File: config.mk
export PLATFORM = sky130hd
export DESIGN_NAME = div_unit
export DESIGN_NICKNAME = d
export VERILOG_FILES = /design/src/rtl/div_unit.sv
export SDC_FILE = /design/constraint.sdc
export NUM_CORES = 1
export LEC_CHECK = 0
export ABC_AREA = 1
export ABC_CLOCK_PERIOD_IN_PS = 4700
export CAP_MARGIN = 5
export CORE_MARGIN = 2
export CORE_UTILIZATION = 34
export CTS_BUF_LIST = sky130_fd_sc_hd__clkbuf_16
export CTS_CLUSTER_SIZE = 12
export DETAILED_ROUTE_END_ITERATION = 10
export GPL_TIMING_DRIVEN = 0
export SLEW_MARGIN = 10
export SYNTH_ARGS = -nofsm -noshare
export SYNTH_HDL_FRONTEND = slang
export SYNTH_SLANG_ARGS = --single-unit
File: constraint.sdc
create_clock -name clk -period 4.7 [get_ports clk]
set_input_delay 0.94 -clock clk [delete_from_list [all_inputs] [get_ports clk]]
set_output_delay 0.94 -clock clk [all_outputs]
set_load 0.05 [all_outputs]
File: src/rtl/div_unit.sv
`default_nettype none
// ============================================================================
// Module   : div_unit
// Purpose  : Iterative RV32M divider (DIV/DIVU/REM/REMU), radix-2 restoring,
//            one quotient bit per clock with a start/busy/done handshake.
// Revision : 1.0  initial release
// ============================================================================
module div_unit #(
  parameter int WIDTH = 32
) (
  input  logic             clk,
  input  logic             rst_n,
  input  logic             start,
  input  logic [1:0]       op,
  input  logic [WIDTH-1:0] dividend,
  input  logic [WIDTH-1:0] divisor,
  output logic             busy,
  output logic             done,
  output logic [WIDTH-1:0] result
);

  localparam int CW = (WIDTH > 1) ? $clog2(WIDTH) : 1;
  localparam logic [CW-1:0]    C_LAST = CW'(WIDTH - 1);
  localparam logic [WIDTH-1:0] C_MIN  = {1'b1, {(WIDTH-1){1'b0}}};

  typedef enum logic [1:0] {
    S_IDLE = 2'd0,
    S_CALC = 2'd1,
    S_DONE = 2'd2
  } state_t;

  state_t state_q, state_d;

  logic [WIDTH:0]   rem_q;
  logic [WIDTH-1:0] quo_q;
  logic [WIDTH-1:0] dvs_q;
  logic [CW-1:0]    cnt_q;
  logic             neg_q_q;
  logic             neg_r_q;
  logic             is_rem_q;

  // Operand decode at start
  logic             is_signed;
  logic             dvd_neg;
  logic             dvs_neg;
  logic [WIDTH-1:0] dvd_abs;
  logic [WIDTH-1:0] dvs_abs;
  logic             div_zero;
  logic             overflow;
  logic             special;
  logic [WIDTH-1:0] special_res;

  assign is_signed   = ~op[0];
  assign dvd_neg     = is_signed & dividend[WIDTH-1];
  assign dvs_neg     = is_signed & divisor[WIDTH-1];
  assign dvd_abs     = dvd_neg ? (~dividend + 1'b1) : dividend;
  assign dvs_abs     = dvs_neg ? (~divisor + 1'b1) : divisor;
  assign div_zero    = (divisor == '0);
  assign overflow    = is_signed & (dividend == C_MIN) & (divisor == '1);
  assign special     = div_zero | overflow;
  assign special_res = div_zero ? (op[1] ? dividend : '1)
                                : (op[1] ? '0 : C_MIN);

  // One restoring step; the extra top bit exposes the trial-subtract borrow
  logic [WIDTH+1:0] shifted;
  logic [WIDTH+1:0] trial;
  logic             q_bit;
  logic [WIDTH:0]   rem_nx;
  logic [WIDTH-1:0] quo_nx;
  logic [WIDTH-1:0] quo_fin;
  logic [WIDTH-1:0] rem_fin;

  assign shifted = {rem_q, quo_q[WIDTH-1]};
  assign trial   = shifted - {2'b00, dvs_q};
  assign q_bit   = ~trial[WIDTH+1];
  assign rem_nx  = q_bit ? trial[WIDTH:0] : shifted[WIDTH:0];
  assign quo_nx  = {quo_q[WIDTH-2:0], q_bit};
  assign quo_fin = neg_q_q ? (~quo_nx + 1'b1) : quo_nx;
  assign rem_fin = neg_r_q ? (~rem_nx[WIDTH-1:0] + 1'b1) : rem_nx[WIDTH-1:0];

  always_ff @(posedge clk or negedge rst_n) begin
    if (!rst_n) begin
      state_q <= S_IDLE;
    end else begin
      state_q <= state_d;
    end
  end

  always_comb begin
    state_d = state_q;
    busy    = 1'b0;
    done    = 1'b0;
    case (state_q)
      S_IDLE: begin
        if (start) begin
          state_d = special ? S_DONE : S_CALC;
        end
      end
      S_CALC: begin
        busy = 1'b1;
        if (cnt_q == C_LAST) begin
          state_d = S_DONE;
        end
      end
      S_DONE: begin
        done    = 1'b1;
        state_d = S_IDLE;
      end
      default: state_d = S_IDLE;
    endcase
  end

  always_ff @(posedge clk or negedge rst_n) begin
    if (!rst_n) begin
      rem_q    <= '0;
      quo_q    <= '0;
      dvs_q    <= '0;
      cnt_q    <= '0;
      neg_q_q  <= 1'b0;
      neg_r_q  <= 1'b0;
      is_rem_q <= 1'b0;
      result   <= '0;
    end else begin
      case (state_q)
        S_IDLE: begin
          if (start) begin
            is_rem_q <= op[1];
            neg_q_q  <= dvd_neg ^ dvs_neg;
            neg_r_q  <= dvd_neg;
            if (special) begin
              result <= special_res;
            end else begin
              dvs_q <= dvs_abs;
              quo_q <= dvd_abs;
              rem_q <= '0;
              cnt_q <= '0;
            end
          end
        end
        S_CALC: begin
          rem_q <= rem_nx;
          quo_q <= quo_nx;
          cnt_q <= cnt_q + 1'b1;
          if (cnt_q == C_LAST) begin
            result <= is_rem_q ? rem_fin : quo_fin;
          end
        end
        default: ;
      endcase
    end
  end

endmodule
`default_nettype wire

# Word level (Yosys, flattened, before mapping)
# Index checks and enable logic that the tools add are counted.
# totals
reg_bits	139
in_bits	69
out_inout_bits	34
wordCells	73
# classes
add_sub_neg	6
eq_ne	9
muxes	28
bitwise	13
reduce_logical	8
# op_table
cell	n
$mux 32	13
$add 32x1->32 const B	4
$not 32->32	4
$pmux 32 s2	2
$mux 33	3
$pmux 33 s2	1
$eq 32x32->1 const B	2
$sub 34x32->34	1
$logic_not 32->1	1
$mux 5	2
$pmux 5 s2	1
$ne 2x2->1 const B	4
$mux 2	3
$reduce_and 3->1	2
$add 5x1->5 const B	1
$eq 5x5->1 const B	1
$and 1x1->1	4
$pmux 2 s2	1
$reduce_and 2->1	2
$reduce_and 4->1	1
$not 1->1	3
$eq 2x1->1 const B	1
$eq 2x2->1 const B	1
$logic_not 2->1	1
other kinds (4)	5

# Longest topological paths before layout
# Gate-level depths: netlist of run 1.
# depth
word_depth	8
mapped_depth	33
ltp_nobuf	31

# Worst setup path before layout of run 1
# Ideal clock, no wire load.
# synth_path
path_kind	reg2reg
startpoint	register rem_q[23]
endpoint	register result[30]
setup_time_ns	0.077
arrival_ns	3.482
required_time_ns	4.623
slack_ns	1.141
path_stages_with_launch	27
path_buffers	2
period_less_slack_ns	3.559
cell_sequence	dfrtp_1 -> ha_1 -> a21oi_1 -> o21a_1 -> nand2_1 -> a21oi_2 -> nand3_2 -> nand2_4 -> buf_6 -> buf_6 -> ha_1 -> nand2_1 -> nor2_1 -> nand2_1 -> inv_1 -> nand4_1 -> nor3_1 -> a21oi_1 -> inv_1 -> o21ai_0 -> inv_1 -> o21ai_0 -> a21oi_1 -> o21ai_0 -> nand2_1 -> nand2_1 -> a21oi_1
# synth_via
elab_chain_len	8
elab_cells_between_ends	12
cone_classes	add/sub: 3; mux: 6; bitwise: 3
# synth_rtl
element	line	rtl
from (decl)	34	logic [WIDTH:0] rem_q;
from (signal assigned)	141	rem_q <= rem_nx;
$sub 34x32->34	74	assign trial = shifted - {2'b00, dvs_q};
$mux 33 / $not 1->1 (equally long branches)	76, 75	
$not 32->32, on equally long branches	79, 78	
$add 32x1->32, on equally long branches	79, 78	
$mux 32, on equally long branches	79, 78	
$mux 32 (*)	145	result <= is_rem_q ? rem_fin : quo_fin;
$mux 32 (*)	144	if (cnt_q == C_LAST) begin
$pmux 32 s2 (*)	124	case (state_q)
to (signal assigned)	131	result <= special_res;
to (signal assigned)	145	
to (decl)	19	output logic [WIDTH-1:0] result
# Every way passes the cells marked *; elsewhere a longest branch is shown, timed or not. The select of a mux whose other input is x is not followed.
# A chain may end at the register's enable or synchronous reset.

# Final worst setup path of run 1
# layout_path
startpoint	input divisor[0]
endpoint	register result[31]
# layout_via
elab_chain_len	5
elab_cells_between_ends	10
cone_classes	eq/ne: 2; mux: 4; bitwise: 2; reduce/logical: 2
# layout_rtl
element	line	rtl
from (decl)	16	input logic [WIDTH-1:0] divisor,
$eq 32x32->1 / $logic_not 32->1 (equally long branches)	59, 58	
$and 1x1->1 / $mux 32 (equally long branches)	59, 61	
$or 1x1->1 / $mux 32 (equally long branches)	60, 130	
$ne 2x2->1 (no line) / $mux 32 (equally long branches)	-	
$reduce_and 4->1 (no line) / $pmux 32 s2 (equally long branches)	-	
# Several ways; a longest one is shown, not always the timed one. The select of a mux whose other input is x is not followed.

==> results of run 1 <==
[sequential cells by signal, summed over array words and instances (netlist names)]
signal / cells
dvs_q: 32
is_rem_q: 1
rem_q: 33
neg_r_q: 1
cnt_q: 5
result: 32
neg_q_q: 1
state_q: 2
quo_q: 32
[metrics by stage]
stage / cell area [um^2] / util, %
finish: 15300 / 41.6
global route: 15200 / 41.6
CTS: 14900 / 40.7
detailed placement: 14300 / 39.0
global placement: 14300 / 38.9
floorplan: 12700 / -
[timing repair]
action | in CTS | in global routing
pin swaps | 0 | 4
endpoints found under the setup margin | 24 | 47
endpoints found under the hold margin | 0 | 0
resized for setup | 1 | 63
[cell usage after synthesis, types with 9 or more instances]
cell and n:
inv_1 251, nand3_1 140, xnor2_1 22, a21oi_1 89, nand4_1 29, nor3_1 40, ha_1 39, o211ai_1 11
o21ai_0 150, o22ai_1 37, nor2_2 13, dfrtp_1 139, xor2_1 53, nand2_2 18, a31oi_1 9, nor2_1 222
clkbuf_1 51, nand2_1 611
[kinds of logic after synthesis]
| family | after synthesis | share of synthesized area (%) |
|---|---|---|
| flip-flops | 139 | 27.4 |
| adder cells (fa/ha/maj) | 40 | 4.01 |
| XOR/XNOR | 75 | 5.18 |
| AND/OR/NAND/NOR | 1109 | 37.1 |
| AO/OA/AOI/OAI | 357 | 16.2 |
| buffers and inverters | 322 | 10.1 |
[final timing paths]
path / cells after the start / slack (ps) / startpoint / to
max: 15 / 160 / divisor[0] / result[31]
min: 1 / 390 / rst_n / result[19]
max reg2reg: 30 / 170 / dvs_q[17] / result[30]
min reg2reg: 2 / 480 / result[11] / result[11]
max in group asynchronous: 2 / 3480 / rst_n / dvs_q[2]
min in group clk: 2 / 480 / result[11] / result[11]
[metal layers]
layer | vias to the layer above | part of all wire, % | track usage [%]
met5 | - | 0 | 0
met4 | 0 | 3.0 | 9.72
met1 | 6799 | 45 | 38.2
met2 | 664 | 44 | 41.4
met3 | 96 | 8.6 | 4.30
li1 | 6900 | - | -
[layout make-up]
| cell class | count | area [um^2] | share of cell area (%) |
|---|---|---|---|
| multi-input cells | 1581 | 8240 | 54.0 |
| clock buffers | 17 | 425 | 2.79 |
| diodes | 1 | 2.50 | 0.0164 |
| flip-flops and latches | 139 | 3480 | 22.8 |
| well taps | 468 | 586 | 3.84 |
| inverters | 254 | 956 | 6.27 |
| clock inverters | 15 | 180 | 1.18 |
| plain buffers | 68 | 329 | 2.16 |
| repair buffers | 103 | 1050 | 6.91 |
[worst register-to-register path, delay by kind of cell, from the launching register on]
family                     cells  cell delay [ps]
and+or+nand+nor               15             1930
adders and majority gates      2              550
buffers and inverters          7              870
DFF                            1              370
AOI/OAI and AO/OA              6              730
==> summary.txt, run 1 <==
Clock network
  • Clk Latency, worst-skew pair: 460 ps
  • Setup Fix Bufs, Post-CTS: 0
  • TritonCTS buffer count: 17
  • Root Buffer: clkbuf_16
  • Maximum clock path buffer count: 2
  • Hold buffer count at cts: 0
  • CTS tree: done
  • # clock sinks: between 100 and 150
  • H-Tree Depth: 4
  • Clk slew on worst S/H paths: roughly 60 ps

Critical path
  • Critical path class: input port to flip-flop
  • Critical Path AT: about 4900 ps
  • Top Family by Delay on Critical Path: compound AO/OA/AOI/OAI gates
  • Critical path, cell by cell: clkdlybuf4s50_1 -> inv_1 -> ha_1 -> inv_1 -> nor3_1 -> nand2_1 -> nor3_2 -> nand4_1 -> o21ai_0 -> nand2_1 -> a21oi_4 -> inv_1 -> clkbuf_1 -> a221oi_1 -> a21oi_2
  • Most used cell, CP: inv_1
  • Sum of buffers and inverters on the critical path: 5
  • Worst setup SP type: input port
  • Slowest cell on crit path: a221oi_1
  • Worst Path Required: 5020 ps
  • Critical Path Max Stage Delay: around 590 ps
  • Largest fanout on the critical path: 10
  • CP endpoint kind: flip-flop

STA
  • Fin crit share: just under 100%
  • Final Hold Fails: 0
  • Pins Over Slew Limit: 0
  • Min cycle time layout: around 4500 ps
  • Setup violators final: 0
  • Setup Skew: between 15 and 20 ps
  • Fmax: between 0.2 and 0.25 GHz
  • Final worst slack: 164 ps
  • Tightest Pin Transition: between 900 and 1000 ps
  • Rel. slew slack: approximately a third
  • RSZ-0062 raised after global routing: yes
  • Final Hold Slack: roughly 390 ps
  • TNS Setup: 0 ps

Route
  • Drt total wl: between 50,000 and 60,000 um
  • First drt pass iteration count: 7
  • Vias: between 10,000 and 15,000
  • WL per Instance: approximately 20 um
  • Initial drt markers: approximately 1,600
  • Post-route antenna net violation count: 0
  • Vias per cell: roughly 5.5
  • Remaining routing DRC violations: 0

Synthesis
  • Number of synthesis warnings: 0
  • Post-synth EDFFs: 0
  • Cell area after synthesis: 0.0127 mm^2
  • Async SR Flop Fraction: 100%
  • Synth Area per Inst: between 6 and 7 um^2
  • Top cell type's share of synthesized area: a little over a quarter
  • Post-Syn Nets: 2,151
  • Synth area leader: dfrtp_1
  • Post-synthesis sequential area ratio: between 20% and 30%
  • Post-synth cell types: 57
  • Synth top area cells: dfrtp_1, nand2_1, inv_1
  • Ys flop type: dfrtp_1
  • Synth Instances: around 2,000
  • Post-synthesis register bit count: ~140

GRT
  • Antenna violations before repair: 0
  • Vias in the first global route: 13,404
  • First-pass GRT wire length: between 70,000 and 80,000 um
  • Gr usage total: between 20% and 30%
  • Grt ovf: 0
  • Largest net degree at the start of global routing: between 90 and 100

Die
  • Die W: between 150 and 200 um
  • I/O Pins: 103
  • Core Area: approximately 0.037 mm^2
  • Starting density of the core: between 30% and 40%
  • Rows: 70
  • DIE HEIGHT: between 150 and 200 um
  • Die area: ~0.039 mm^2

Place
  • Setup WS pre-CTS: -683 ps
  • DP Cell Count: around 2,600
  • IO buf count: 102
  • Routability Congestion: just under 1
  • DP Wirelength: 42,400 um

Hold path
  • Min-Delay Path Class: input port to asynchronous set/reset pin

Flow run
  • Max Cap Viol: 0

Run status
  • Status: complete, no violations

Layout
  • Leading cell type in the layout, fill and taps excluded: nand2_1
  • Share of cells above drive strength 1: between 7 and 8%
  • Most frequent cells in the layout: nand2_1, inv_1, nor2_1
  • Area growth, synth to finish: 20.3%
  • Fin nets: approximately 2,300
  • Post-Layout Cell Count: approximately 2,600
  • # fillers: about 4,000
Power of run 1 is not shown: default switching activity piles up to over one toggle a cycle in this logic, so the estimate is an artifact.
==> run 2: changes to the inputs <==
--- a/config.mk
+++ b/config.mk
@@ -6,7 +6,7 @@
 export NUM_CORES = 1
 export LEC_CHECK = 0
 export ABC_AREA = 1
-export ABC_CLOCK_PERIOD_IN_PS = 4700
+export ABC_CLOCK_PERIOD_IN_PS = 3890
 export CAP_MARGIN = 5
 export CORE_MARGIN = 2
 export CORE_UTILIZATION = 34
==> constraint.sdc (replaced) <==
create_clock -name clk -period 3.89 [get_ports clk]
set_input_delay 0.778 -clock clk [delete_from_list [all_inputs] [get_ports clk]]
set_output_delay 0.778 -clock clk [all_outputs]
set_load 0.05 [all_outputs]
==> run 2 against run 1 <==
Effect of this change:
- utilization increased by 1.6 points
- critical path depth rose by 10
- via count increased by 0.89%
- global-route usage increased by 0.31 points
- hold slack worse by 160 ps
- sequential cell count did not move
- register-to-register slack worse by 80 ps
- design area increased by 3.9%
- cell count grew 0.98%
- die area is the same
- count of clock-buffer cells in the layout stayed put
- clock skew down 2.4 ps
==> summary.txt, run 2 (synthesis results as in run 1) <==
Layout
  • Antenna Cells: 0 (-1)
  • Area of the multi-input gates: 0.00859 mm^2 (+4.2%)
  • Most frequent cells in the layout: nand2_1, inv_1, nor2_1
  • Fin nets: 2,300 (+1.2%)
  • Largest Register: rem_q
  • Leading cell type in the layout, fill and taps excluded: nand2_1
  • Register area: 0.00349 mm^2 (+0.36%)
  • Share of cells above drive strength 1: 12.0% (+4.8 points)
  • Fin area: 0.0158 mm^2 (+3.9%)
  • # fillers: 3,846 (-1.2%)
  • Max reg flops: 33 (unchanged)
  • Area growth, synth to finish: 24.9%

Die
  • Core Area: 0.0367 mm^2 (unchanged)
  • I/O Pins: 103 (unchanged)
  • Die W: 197 um (unchanged)
  • DIE HEIGHT: 197 um (unchanged)
  • Rows: 70 (unchanged)
  • Die area: 0.0389 mm^2 (unchanged)
  • Starting density of the core: 34.6% (unchanged)

GRT
  • Antenna violations before repair: 0 (unchanged)
  • Gr usage total: 27.3% (+0.31 points)
  • First-pass GRT wire length: 79,800 um (+1.0%)
  • Largest net degree at the start of global routing: 93 (unchanged)
  • Grt ovf: 0 (unchanged)
  • Vias in the first global route: 13,552 (+1.1%)

Place
  • Setup WS pre-CTS: -1330 ps (-648 ps)
  • Routability Congestion: 0.988 (unchanged)
  • Dpl cell area: 0.0143 mm^2 (unchanged)
  • DP Wirelength: 42,400 um (unchanged)
  • IO buf count: 102 (unchanged)

Clock network
  • Clk Latency, worst-skew pair: 450 ps (about the same)
  • # clock sinks: 139 (unchanged)
  • Clk slew on worst S/H paths: 60 ps (about the same)
  • TritonCTS buffer count: 17 (unchanged)
  • Root Buffer: clkbuf_16
  • CTS tree: done
  • H-Tree Depth: 4 (unchanged)
  • Maximum clock path buffer count: 2 (unchanged)

Critical path
  • Worst reg2reg path depth: 25 (-17%)
  • Worst Path Required: 4220 ps (-800 ps)
  • Largest fanout on the critical path: 5 (-5)
  • Worst setup SP type: flip-flop
  • Reg2Reg Setup Slack: 90 ps (-80 ps)
  • Critical Path AT: 4130 ps (-720 ps)
  • Worst r2r src: dvs_q[21]
  • CP endpoint kind: flip-flop
  • Critical path class: flip-flop to flip-flop
  • Reg2reg end: result[24]

STA
  • Pins Over Slew Limit: 0 (unchanged)
  • TNS Setup: 0 ps (unchanged)
  • Final worst slack: 92.9 ps (-71.1 ps)
  • Rel. slew slack: 41.1% (+6.2 points)
  • Fmax: approximately 0.26 GHz
  • Min cycle time layout: ~3800 ps
  • Fin crit share: 97.6%
  • Tightest Pin Transition: 883 ps (-93.3 ps)
  • RSZ-0062 raised after global routing: yes
  • Setup violators final: 0 (unchanged)
  • Setup Skew: 13.1 ps (-2.36 ps)
  • Final Hold Fails: 0 (unchanged)

Route
  • Drt total wl: 53,300 um (+0.91%)
  • Initial drt markers: 1,567 (+0.32%)
  • Vias per cell: 5.46 (about the same)
  • Post-route antenna net violation count: 0 (unchanged)
  • First drt pass iteration count: 6 (-1)
  • Remaining routing DRC violations: 0 (unchanged)
  • Vias: 14,588 (+0.89%)
  • WL per Instance: 19.9 um (about the same)

Flow run
  • Max Cap Viol: 0 (unchanged)

Hold path
  • Min-Delay Path Class: input port to asynchronous set/reset pin

Run status
  • Status: complete, no violations
## run 2: cell types whose count changed in the layout (fill, tap and decap cells not counted), sizes merged
cell	previous run	this run
diode	1	0
clkbuf	68	66
buf	19	48
## run 2: timing repair
| action | in CTS | in global routing |
|---|---|---|
| setup endpoints to repair | 101 | 90 |
| gates resized for setup | 82 | 94 |
| pin swaps | 10 | 26 |
| hold buffers | 0 | 0 |
| setup buffers | 10 | 18 |
## run 2: critical path: stages, from the launching register on
cell and delay, ps:
dfrtp_1 390, inv_1 140, ha_2 340, nand2_2 130, nor2_1 70, nand2_1 60, nand2_1 100, a21oi_4 280
nand3_4 130, nand2_4 90, buf_12 110, ha_4 140, nand2_1 70, nor2_2 160, nand2_2 70, inv_2 80
nand4_1 190, nor3_2 240, and3_1 220, nor2_1 60, o21ai_1 150, a21oi_1 60, nor2_1 110, o21ai_1 100
nand2_1 120, nand2_1 60
## run 2: layout make-up
class	count	share of cell area, %
Timing Repair Buffer	131	8.00
Multi-Input combinational cell	1581	54.2
Clock inverter	15	1.14
Clock buffer	17	2.69
Tap cell	468	3.70
Buffer	67	2.16
Inverter	254	6.07
Sequential cell	139	22.0
## run 2: through the flow
stage / hold slack, ps / instances / utilization, %
2_1_floorplan: 452 / 2042 / -
3_3_place_gp: 465 / 2612 / 38.9
3_5_place_dp: 469 / 2613 / 39.0
4_1_cts: 243 / 2654 / 42.0
5_1_grt: 259 / 2672 / 43.2
6_report: 231 / 2672 / 43.2
## run 2: per-layer routing
| layer | GRT usage, % | vias to the layer above | wire length (um) |
|---|---|---|---|
| li1 | - | 6957 | - |
| met1 | 38.9 | 6826 | 24000 |
| met2 | 41.5 | 702 | 23100 |
| met3 | 3.91 | 103 | 4430 |
| met4 | 10.5 | 0 | 1810 |
| met5 | 0 | - | 0 |
## run 2: worst max-delay path by stage
stage	start	endpoint	slack, ps	depth (start not counted)
6_report	dvs_q[21]	result[24]	90	25
3_5_place_dp	divisor[7]	result[31]	-1330	13
5_1_grt	rem_q[1]	result[30]	-80	31
3_3_place_gp	rst_n	dvs_q[1]	-3820	1
2_1_floorplan	rem_q[23]	result[30]	330	26
4_1_cts	dvs_q[24]	result[14]	20	23
Power of run 2 is left out for the same reason.
